--- config.mk ---
export PLATFORM = sky130hd
export DESIGN_NAME = alu_iter
export DESIGN_NICKNAME = d
export VERILOG_FILES = /design/src/rtl/alu_pkg.sv /design/src/rtl/alu_comb.sv /design/src/rtl/alu_iter.sv
export SDC_FILE = /design/constraint.sdc
export NUM_CORES = 1
export LEC_CHECK = 0
export ABC_CLOCK_PERIOD_IN_PS = 8300
export CAP_MARGIN = 20
export CORE_MARGIN = 5
export CORE_UTILIZATION = 65
export DETAILED_ROUTE_END_ITERATION = 12
export DONT_BUFFER_PORTS = 1
export PLACE_DENSITY_LB_ADDON = 0.08
export SYNTH_ARGS = -nofsm -noshare
export SYNTH_HDL_FRONTEND = slang
export SYNTH_SLANG_ARGS = --single-unit
--- constraint.sdc ---
create_clock -name clk_i -period 8.3 [get_ports clk_i]
set_input_delay 2.075 -clock clk_i [delete_from_list [all_inputs] [get_ports clk_i]]
set_output_delay 2.075 -clock clk_i [all_outputs]
set_load 0.01 [all_outputs]
--- src/rtl/alu_pkg.sv ---
// Shared definitions for the multi-cycle ALU: widths, op codes, FSM states.
package alu_pkg;

  localparam int unsigned DATA_W  = 32;
  localparam int unsigned SHAMT_W = 5;
  localparam int unsigned CTRL_W  = 4;

  // Op codes shared with the ALU control decoder
  localparam logic [CTRL_W-1:0] ALU_AND = 4'b0000;
  localparam logic [CTRL_W-1:0] ALU_OR  = 4'b0001;
  localparam logic [CTRL_W-1:0] ALU_ADD = 4'b0010;
  localparam logic [CTRL_W-1:0] ALU_SUB = 4'b0110;
  localparam logic [CTRL_W-1:0] ALU_SLT = 4'b0111;
  localparam logic [CTRL_W-1:0] ALU_SRA = 4'b1111;

  typedef enum logic [1:0] {
    ST_IDLE  = 2'd0,
    ST_SHIFT = 2'd1,
    ST_DONE  = 2'd2
  } state_e;

endpackage

--- src/rtl/alu_comb.sv ---
// Single-cycle ALU datapath: AND/OR/ADD/SUB/SLT on the operands captured at accept.
// SRA and unknown codes yield zero here; shifting is handled by alu_iter.
module alu_comb
  import alu_pkg::*;
(
  input  logic [CTRL_W-1:0] ctrl_i,
  input  logic [DATA_W-1:0] a_i,
  input  logic [DATA_W-1:0] b_i,
  output logic [DATA_W-1:0] result_c_o
);

  logic slt_c;

  assign slt_c = ($signed(a_i) < $signed(b_i));

  // Operation select; add/sub wrap modulo 2^DATA_W
  always_comb begin
    result_c_o = '0;
    unique case (ctrl_i)
      ALU_AND: result_c_o = a_i & b_i;
      ALU_OR:  result_c_o = a_i | b_i;
      ALU_ADD: result_c_o = a_i + b_i;
      ALU_SUB: result_c_o = a_i - b_i;
      ALU_SLT: result_c_o = {{(DATA_W-1){1'b0}}, slt_c};
      default: result_c_o = '0;
    endcase
  end

endmodule

--- src/rtl/alu_iter.sv ---
// Multi-cycle ALU with start/done handshake. SRA iterates one bit per cycle
// unless ALU_FAST_SHIFT_EN is defined, in which case SRA completes in one cycle
// and the SHIFT state, shift counter and busy indication are not built.
module alu_iter
  import alu_pkg::*;
(
  input  logic              clk_i,
  input  logic              rst_i,
  input  logic              start_i,
  input  logic [CTRL_W-1:0] ALUCtrl_i,
  input  logic [DATA_W-1:0] src1_i,
  input  logic [DATA_W-1:0] src2_i,
  output logic              ready_o,
  output logic              busy_o,
  output logic              done_o,
  output logic [DATA_W-1:0] result_o,
  output logic              zero_o
);

  state_e              state_q, state_d;
  logic [DATA_W-1:0]   result_q, result_d;
  logic                zero_q, zero_d;
  logic                done_q, done_d;
  logic                ready_q, ready_d;
  logic [DATA_W-1:0]   comb_res_c;
  logic [SHAMT_W-1:0]  shamt_c;
  logic                accept_c;
`ifndef ALU_FAST_SHIFT_EN
  logic [SHAMT_W-1:0]  cnt_q, cnt_d;
  logic                busy_q, busy_d;
`endif

  assign shamt_c  = src1_i[SHAMT_W-1:0];
  assign accept_c = start_i & ready_q;

  alu_comb u_alu_comb (
    .ctrl_i     (ALUCtrl_i),
    .a_i        (src1_i),
    .b_i        (src2_i),
    .result_c_o (comb_res_c)
  );

  // State, result and status registers
  always_ff @(posedge clk_i) begin
    if (rst_i) begin
      state_q  <= ST_IDLE;
      result_q <= '0;
      zero_q   <= 1'b1;
      done_q   <= 1'b0;
      ready_q  <= 1'b1;
`ifndef ALU_FAST_SHIFT_EN
      cnt_q    <= '0;
      busy_q   <= 1'b0;
`endif
    end else begin
      state_q  <= state_d;
      result_q <= result_d;
      zero_q   <= zero_d;
      done_q   <= done_d;
      ready_q  <= ready_d;
`ifndef ALU_FAST_SHIFT_EN
      cnt_q    <= cnt_d;
      busy_q   <= busy_d;
`endif
    end
  end

  // Next-state, result update and registered status decode
  always_comb begin
    state_d  = state_q;
    result_d = result_q;
`ifndef ALU_FAST_SHIFT_EN
    cnt_d    = cnt_q;
`endif
    unique case (state_q)
      ST_IDLE, ST_DONE: begin
        state_d = ST_IDLE;
        if (accept_c) begin
          state_d = ST_DONE;
          if (ALUCtrl_i == ALU_SRA) begin
`ifdef ALU_FAST_SHIFT_EN
            result_d = DATA_W'($signed(src2_i) >>> shamt_c);
`else
            result_d = src2_i;
            if (shamt_c != '0) begin
              cnt_d   = shamt_c;
              state_d = ST_SHIFT;
            end
`endif
          end else begin
            result_d = comb_res_c;
          end
        end
      end
`ifndef ALU_FAST_SHIFT_EN
      ST_SHIFT: begin
        result_d = {result_q[DATA_W-1], result_q[DATA_W-1:1]};
        cnt_d    = cnt_q - SHAMT_W'(1);
        if (cnt_q == SHAMT_W'(1)) begin
          state_d = ST_DONE;
        end
      end
`endif
      default: state_d = ST_IDLE;
    endcase
    zero_d  = (result_d == '0);
    done_d  = (state_d == ST_DONE);
    ready_d = (state_d != ST_SHIFT);
`ifndef ALU_FAST_SHIFT_EN
    busy_d  = (state_d == ST_SHIFT);
`endif
  end

  assign ready_o  = ready_q;
  assign done_o   = done_q;
  assign result_o = result_q;
  assign zero_o   = zero_q;
`ifdef ALU_FAST_SHIFT_EN
  assign busy_o   = 1'b0;
`else
  assign busy_o   = busy_q;
`endif

endmodule

After elaboration in Yosys (flattened, before gate mapping)
Index checks and enable logic that the tools add are counted.
- $add $sub $neg: 3
- $lt $le $gt $ge: 1
- equality and inequality tests: 14
- muxes and demuxes: 13
- bitwise operators: 3
- reductions and logical operators: 7
- operators with widths (kind ; number):
    one-hot mux 32 bit (5 select lines) ; 1
    2-to-1 mux 32 bit ; 2
    one-hot mux 32 bit (2 select lines) ; 1
    adder 32 bit ; 1
    AND 32 bit ; 1
    logical NOT 32 bit ; 1
    < comparator 32 bit ; 1
    bitwise OR 32 bit ; 1
    subtractor 32 bit ; 1
    2-to-1 mux 5 bit ; 3
    one-hot mux 5 bit (2 select lines) ; 1
    equality test 4 x 3 -> 1 bit, second input constant ; 2
    2-to-1 mux 2 bit ; 4
    inequality test 2 bit, second input constant ; 3
    equality test 5 x 1 -> 1 bit, second input constant ; 1
    nonzero test 5 bit ; 1
    subtractor 5 x 1 -> 5 bit, second input constant ; 1
    equality test 2 x 1 -> 1 bit, second input constant ; 2
    equality test 2 bit, second input constant ; 2
    equality test 4 x 1 -> 1 bit, second input constant ; 1
    equality test 4 x 2 -> 1 bit, second input constant ; 1
    equality test 4 bit, second input constant ; 1
    logical NOT 4 bit ; 1
    one-hot mux 2 bit (2 select lines) ; 1
    other kinds (6) ; 6
- register bits: 43
- output and inout bits: 36
- word-level logic and storage cells: 48

Longest topological paths before layout
Gate-level depths: netlist (run 1).
- depth in word-level cells: 6
- mapped depth: 14
- depth with buffers taken out: 14

Modules after synthesis
A second synthesis (run 1) with hierarchy kept.
- cells, all modules: 1155
- area total of the unflattened synthesis: 7845.0 um^2
- by module, submodules not included (module ; times used ; cells each ; area each (um^2) ; sequential area each (um^2)):
    alu_comb ; 1 ; 734 ; 4834.6 ; 0.0
    alu_iter ; 1 ; 421 ; 3010.4 ; 860.8

Least setup slack after synthesis (run 1)
Ideal clock, no wire load.
- path kind: input port to flip-flop
- start: input src1_i[1]
- end: register zero_q (netlist: zero_o)
- arrival: 4.904 ns
- data required time: 8.216 ns
- path slack: 3.311 ns
- stages: 13
- buffers on the path: 0
- path through: inv_1 ha_1 or3_1 a31oi_4 o21a_2 o31ai_2 o21a_2 a2111oi_4 o31ai_1 a211o_1 and3_1 or3_1 o31ai_2
- cells in the longest elaborated chain, start to end: 6
- RTL lines (item ; line ; RTL):
    start: declaration ; alu_iter.sv:11 ; input logic [DATA_W-1:0] src1_i,
    subtractor 32 bit (tied with other cells) ; alu_comb.sv:23 ; ALU_SUB: result_c_o = a_i - b_i;
    one-hot mux 32 bit (5 select lines) (*) ; alu_comb.sv:19 ; unique case (ctrl_i)
    2-to-1 mux 32 bit (*) ; alu_iter.sv:80 ; if (ALUCtrl_i == ALU_SRA) begin
    2-to-1 mux 32 bit (*) ; alu_iter.sv:78 ; if (accept_c) begin
    one-hot mux 32 bit (2 select lines) (*) ; alu_iter.sv:75 ; unique case (state_q)
    logical NOT 32 bit (*) ; alu_iter.sv:106 ; zero_d = (result_d == '0);
    end signal: assignment ; alu_iter.sv:58 ; zero_q <= zero_d;
    end: declaration ; alu_iter.sv:22 ; logic zero_q, zero_d;
Mark *: on every way between the ends. The rest lies on a longest branch, timed or not.
A chain may end at the register's enable or synchronous reset.

Final worst setup path (run 1)
- start: input src2_i[24]
- end: register zero_q (netlist: zero_o)
- cells in the longest elaborated chain, start to end: 6
- RTL lines (item ; line ; RTL):
    start: declaration ; alu_iter.sv:12 ; input logic [DATA_W-1:0] src2_i,
    subtractor 32 bit (tied with other cells) ; alu_comb.sv:23 ;
    one-hot mux 32 bit (5 select lines) ; alu_comb.sv:19 ;
    2-to-1 mux 32 bit (*) ; alu_iter.sv:80 ;
    2-to-1 mux 32 bit (*) ; alu_iter.sv:78 ;
    one-hot mux 32 bit (2 select lines) (*) ; alu_iter.sv:75 ;
    logical NOT 32 bit (*) ; alu_iter.sv:106 ;
Marked as above.

==> results of run 1 <==
==> cell usage after synthesis, types with 7 or more instances <==
cell      number  area share, %
nor2_1       122            5.9
inv_1        113            5.4
ha_1         101             16
a21oi_1      100            6.4
nand2_1       69            3.3
o21ai_0       61            3.9
mux2i_1       50            6.4
clkbuf_1      46            2.2
dfxtp_1       43             11
nor3_1        36            2.3
nand3_1       27            1.7
o31ai_1       22            2.1
a221oi_1      21            2.4
a31oi_1       20            1.6
nor2b_1       19            1.5
a211oi_1      18            1.7
nand4_1       17            1.4
or3_1         17            1.4
o211ai_1      15            1.4
a21o_1        14            1.3
and2_1        12           0.96
and3_1        12           0.96
o221ai_1      12            1.3
nor4_1        11           0.88
o21bai_1      10           0.96
buf_2          9           0.58
xnor2_1        9            1.0
buf_1          8           0.38
o21a_1         8           0.77
nand2b_1       7           0.56
==> power by group through the flow <==
stage | logic [W] | clock network [W] | registers [W]
after floorplan | 0.000326 | 0 | 0.000244
after detailed placement | 0.000411 | 0 | 0.000253
after CTS | 0.000415 | 0.000194 | 0.000248
after global routing | 0.000466 | 0.000204 | 0.000250
after global placement | 0.000410 | 0 | 0.000252
final | 0.000429 | 0.000196 | 0.000249
==> final timing paths <==
check / depth (start not counted) / endpoint / from
worst max-delay path: 13 / zero_o / src2_i[24]
worst min-delay path: 1 / cnt_q[4] / cnt_q[4]
worst max register to register: 10 / zero_o / state_q[0]
worst min register to register: 1 / cnt_q[4] / cnt_q[4]
==> state kept, by name, indices dropped and copies added, names as in the netlist <==
register and count:
state_q 2, done_o 1, zero_o 1, busy_o 1, cnt_q 5, ready_o 1, result_o 32
==> cell type report <==
cell class                      instances  share of cell area [%]
Multi-Input combinational cell        908                    78.9
Sequential cell                        43                    10.8
Inverter                              115                    5.42
Clock buffer                            6                    1.62
Clock inverter                          2                   0.157
Timing Repair Buffer                    8                   0.754
Tap cell                              147                    2.31
==> placed cells by master (no fill, tap or decap), types with 14 or more instances in the layout <==
master    netlist  final
nor2_1        122    122
inv_1         113    113
ha_1          101    101
a21oi_1       100    100
nand2_1        69     69
o21ai_0        61     61
mux2i_1        50     50
dfxtp_1        43     42
nor3_1         36     35
nand3_1        27     27
o31ai_1        22     22
a221oi_1       21     21
a31oi_1        20     20
nor2b_1        19     19
a211oi_1       18     18
nand4_1        17     17
or3_1          17     17
o211ai_1       15     15
a21o_1         14     14
==> per-stage QoR <==
step | total power (W) | setup slack (ns)
floorplan | 0.000569 | 3.31
global placement | 0.000662 | 2.74
detailed placement | 0.000664 | 2.72
CTS | 0.000857 | 3.00
global route | 0.000921 | 2.72
finish | 0.000874 | 2.89
==> metal layers <==
metal  track usage [%]  wire, µm
met1              51.0     11400
met2              55.5     11600
met3              9.47      3430
met4              11.5      1090
met5                 0         0
==> cells by family (layout without fill, tap and decap cells) <==
group,Yosys count,count (layout)
simple gates,382,382
compound gates,358,358
buf+inv,179,131
fa+ha+maj,103,103
mux,52,52
flops,43,43
xor+xnor,13,13
==> summary.md, run 1 <==
| Metric | Value |
|---|---|
| Vias per cell | 7.03 |
| Min-delay worst type | flop to flop |
| Sequential cell area fraction in the yosys report | 11.0% |
| Die Span Y | 120 µm |
| Synth cell types | 80 |
| # Post-CTS Setup Buffers | 0 |
| Worst path bufs/invs | 1 |
| EDFF count, synth | 0 |
| Clk slew on worst S/H paths | 0.07 ns |
| Synth-to-Final Area Change | 1.76% |
| Post-synthesis compound-gate area fraction | 31.1% |
| Mux cell area share after synthesis | 6.68% |
| Share of layout cells above drive strength 1 | 4.25% |
| # fillers | 1117 |
| Critical setup path kind | primary input to flop |
| TritonRoute pass-1 iters | 8 |
| Critical Path RT | 8.50 ns |
| CP cell instances | inv_1 > ha_1 > or4_1 > nor4_2 > and3_1 > o21ai_1 > a311oi_1 > o31ai_1 > a2111oi_2 > nand4b_1 > nor4_1 > nand4_1 > o31ai_2 |
| Max Clock Skew | 0.0102 ns |
| Grt ovf | 0 |
| Worst setup EP type | flop |
| Syn Inst Count | 1130 |
| Synth Flop Type | dfxtp_1 |
| Num Clock Sinks | 43 |
| Initial DRC Count | 1159 |
| Final WL | 27500 µm |
| RSZ-0062 raised after global routing | false |
| Total GRT Usage | 36.7% |
| Headroom to the max-slew limit | 32.5% |
| Insertion delay to the later sink of the worst-skew pair | 0.29 ns |
| DR WL/cell | 22.3 µm |
| Initial antenna violation count | 0 |
| Status | finished clean |
| Leak Pwr | 3.38 nW |
| Cell row count | 40 |
| Flop-to-flop setup slack | 4.78 ns |
| Combinational fraction of design power | 49.1% |
| Sw Pwr | 0.000386 W |
| Multi-input logic area | 6280 µm² |
| Max incr delay on CP | 0.63 ns |
| GPL Wtd Cong | 0.994 |
| CP max FO | 11 |
| Post-Synth Simple-Gate Area | 24.3% |
| Largest delay share family, worst path | simple AND/OR/NAND/NOR gates |
| Setup TNS after final layout | 0 ns |
| Critical path arrival | 5.61 ns |
| Pwr/cell area | 110 nW/µm² |
| Syn avg cell area | 6.93 µm² |
| Area of the core | 11900 µm² |
| Syn Nets | 1304 |
| Worst-margin pin slew | 1.01 ns |
| Final setup vio count | 0 |
| Clk root buf | clkbuf_16 |
| Resized cells post-CTS | 0 |
| Post-synth ARST share | 0% |
| Initial core utilization | 65.7% |
| Clock power share | 22.4% |
| Register Area | 862 µm² |
| Vias in the first global route | 7770 |
| TritonCTS clock tree | done |
| Synth Area in Adders | 16.7% |
| Hold slack | 0.480 ns |
| Routed vias | 8642 |
| Final Cell Area | 7960 µm² |
| CP max stage cell | or4_1 |
| Switching share of power | 44.2% |
| Largest net degree at the start of global routing | 45 |
| I/O Buffers | 0 |
| Worst IR drop on VDD | 0.0000999 V |
| Synth Warn # | 0 |
| ANT nets after route | 0 |
| Max Buffers Root-to-Sink | 2 |
| Slew Limit Fails | 0 |
| Final Hold Fails | 0 |
| H-tree lvl count | 2 |
| TritonCTS buffer count | 5 |
| Die ar. | 14300 µm² |
| #FFs+latches synth | 43 |
| Placed insts | 1221 |
| Remaining DRCs | 0 |
| Worst setup SP type | primary input |
| Final min period | 5.41 ns |
| Post-cts hold buffer count | 0 |
| DIE WIDTH | 120 µm |
| Layout Cells excl Fill | 1229 |
| Detailed Place HPWL | 20800 µm |
| Seq pwr share | 28.4% |
| Largest family of logic cells by synthesized area | compound AO/OA/AOI/OAI gates |
| Post-synthesis cell area | 7830 µm² |
| I/O pin cnt | 107 |
| First-pass GRT wire length | 42500 µm |
| Final Cycle Share | 65.1% |
| Ant. Diodes | 0 |
| FMAX | 0.185 GHz |
| Power Internal | 0.000488 W |
| Final Util | 66.9% |
| Area of placed instances | 7820 µm² |
| Final-stage net count | 1255 |
| Max-Cap Viols | 0 |
| XOR/XNOR Fraction of Synth Area | 1.45% |
Power figures use the tool's default switching activity.
==> inputs of run 2 (changes only) <==
ABC_CLOCK_PERIOD_IN_PS = 4400   (was 8300)
CORE_UTILIZATION = 60   (was 65)
clock period = 4.4 ns   (was 8.3 ns; I/O delays follow)
==> summary.md, run 2 (synthesized netlist as in run 1, its figures left out) <==
| Metric | Value |
|---|---|
| Critical Path RT | 4.60 ns (-3.90 ns) |
| CP max FO | 4 (-7) |
| Critical path arrival | 4.45 ns (-1.16 ns) |
| Critical setup path kind | primary input to flop |
| Ant. Diodes | 0 (unchanged) |
| TritonCTS clock tree | done |
| Grt ovf | 0 (unchanged) |
| Pwr/cell area | 206 nW/µm² (+87%) |
| Synth-to-Final Area Change | 10.5% |
| Final setup vio count | 0 (unchanged) |
| Largest net degree at the start of global routing | 45 (unchanged) |
| Headroom to the max-slew limit | 34.6% (+2.1 points) |
| Seq pwr share | 26.9% (-1.5 points) |
| Remaining DRCs | 0 (unchanged) |
| Max reg flops | 32 (unchanged) |
| Final min period | 4.26 ns |
| Switching share of power | 42.4% (-1.7 points) |
| Final Cycle Share | 96.7% |
| Leak Pwr | 3.80 nW (+12%) |
| Clock power share | 22.1% (-0.3 points) |
| FMAX | 0.235 GHz |
| Die Span Y | 124 µm (+3.7%) |
| # fillers | 1168 (+4.6%) |
| Final Hold Fails | 0 (unchanged) |
| Max Clock Skew | 0.00793 ns (-0.00232 ns) |
| Commonest cells after routing, fill and taps aside | 122 x nor2_1, 113 x inv_1, 101 x ha_1 |
| Worst path bufs/invs | 2 (+1) |
| I/O pin cnt | 107 (unchanged) |
| Final worst slack | 0.144 ns (-2.75 ns) |
| Worst setup SP type | primary input |
| First-pass GRT wire length | 45300 µm (+6.6%) |
| Power Internal | 0.00102 W (+110%) |
| Flop-to-flop setup slack | 1.03 ns (-3.75 ns) |
| DR WL/cell | 22.2 µm (-0.59%) |
| Insertion delay to the later sink of the worst-skew pair | 0.28 ns (about the same) |
| I/O Buffers | 0 (unchanged) |
| ANT nets after route | 0 (unchanged) |
| Vias per cell | 6.76 (-3.8%) |
| Initial DRC Count | 1213 (+4.7%) |
| H-tree lvl count | 2 (unchanged) |
| Initial core utilization | 61.5% (-4.2 points) |
| Detailed Place HPWL | 23400 µm (+12%) |
| Clk slew on worst S/H paths | 0.06 ns (about the same) |
| Max Buffers Root-to-Sink | 2 (unchanged) |
| GPL Wtd Cong | 1.04 (+4.4%) |
| Initial antenna violation count | 0 (unchanged) |
| CP max stage cell | or4_1 |
| Total GRT Usage | 35.7% (-0.98 points) |
| Worst-margin pin slew | 0.981 ns (-0.0308 ns) |
| Hold slack | 0.513 ns (+0.0325 ns) |
| Vias in the first global route | 8071 (+3.9%) |
| TritonCTS buffer count | 5 (unchanged) |
| Max incr delay on CP | 0.62 ns (about the same) |
| TritonRoute pass-1 iters | 6 (-2) |
| Min-delay worst type | flop to flop |
| Max-Cap Viols | 0 (unchanged) |
| Final Util | 68.0% (+1.1 points) |
| Final WL | 29700 µm (+8.1%) |
| Clk root buf | clkbuf_16 |
| Status | finished clean |
| Slew Limit Fails | 0 (unchanged) |
| Combinational fraction of design power | 51.0% (+1.9 points) |
| Cell row count | 41 (+2.5%) |
| Post-cts hold buffer count | 0 (unchanged) |
| Num Clock Sinks | 43 (unchanged) |
| DIE WIDTH | 124 µm (+3.7%) |
| Worst IR drop on VDD | 0.000165 V (+65%) |
| Share of layout cells above drive strength 1 | 11.2% (+6.9 points) |
| Final-stage net count | 1337 (+6.5%) |
| Largest delay share family, worst path | simple AND/OR/NAND/NOR gates |
| Die ar. | 15400 µm² (+7.6%) |
| Worst setup EP type | flop |
| CP cell instances | inv_1 > ha_1 > or4_1 > nor4_4 > and3_1 > o21ai_1 > a311oi_1 > o31ai_1 > a2111oi_2 > nand4b_1 > nor4_2 > buf_4 > nand4_1 > o31ai_2 |
| Post-place setup slack | -0.256 ns (-2.98 ns) |
| Sw Pwr | 0.000755 W (+95%) |
| Routed vias | 9033 (+4.5%) |
| Area of the core | 12700 µm² (+6.8%) |
| Most common cell after layout, fill and taps aside | nor2_1 |
## run 2: timing repair
action	4_1_cts	5_1_grt
gates resized for setup	0	3
setup endpoints to repair	0	1
setup buffers	0	0
## run 2: per-layer routing
layer  track usage, %  share of wire, %  wire (µm)  vias up
met1             49.5                41      12100     4163
li1                 -                 -          -     4174
met5                0                 0          0        -
met2             54.4                43      12700      623
met3             9.86                13       3970       73
met4             9.74               3.1        905        0
## run 2: cell type report
class | count | area (µm²) | area share (%)
Clock buffer | 7 | 153 | 1.76
Clock inverter | 1 | 7.51 | 0.0868
Inverter | 115 | 432 | 4.99
Multi-Input combinational cell | 908 | 6310 | 72.9
Sequential cell | 43 | 862 | 9.97
Tap cell | 172 | 215 | 2.49
Timing Repair Buffer | 90 | 676 | 7.81
## run 2: worst reg2reg max path, stage by stage (launching register included)
cell       delay (ns)
dfxtp_1          0.56
buf_4            0.34
a21o_1           0.53
o21ai_0          0.20
nor3_1           0.18
nand2_1          0.09
a2111oi_2        0.40
nand4b_1         0.17
nor4_2           0.29
buf_4            0.16
nand4_1          0.09
o31ai_2          0.26
## run 2: power by group through the flow
stage / Clock [W] / Sequential, W / Combinational [W]
after floorplan: 0 / 0.000460 / 0.000614
after global placement: 0 / 0.000484 / 0.000866
after detailed placement: 0 / 0.000485 / 0.000868
after CTS: 0.000389 / 0.000476 / 0.000875
after global routing: 0.000411 / 0.000481 / 0.000976
final: 0.000393 / 0.000478 / 0.000908
## run 2: stage by stage
step / instance area (µm²) / cells / total power (W) / setup TNS (ns)
finish: 8650 / 1336 / 0.00178 / 0
global route: 8650 / 1336 / 0.00187 / -0.0319
CTS: 8640 / 1336 / 0.00174 / 0
detailed placement: 8480 / 1328 / 0.00135 / -0.256
global placement: 8480 / 1328 / 0.00135 / -0.237
floorplan: 7830 / 1130 / 0.00107 / 0
## run 2: worst paths after layout
path / start / cells after the start / endpoint
hold reg to reg: cnt_q[4] / 1 / cnt_q[4]
setup / recovery: src2_i[24] / 14 / zero_o
hold / removal: cnt_q[4] / 1 / cnt_q[4]
setup reg to reg: state_q[0] / 11 / zero_o
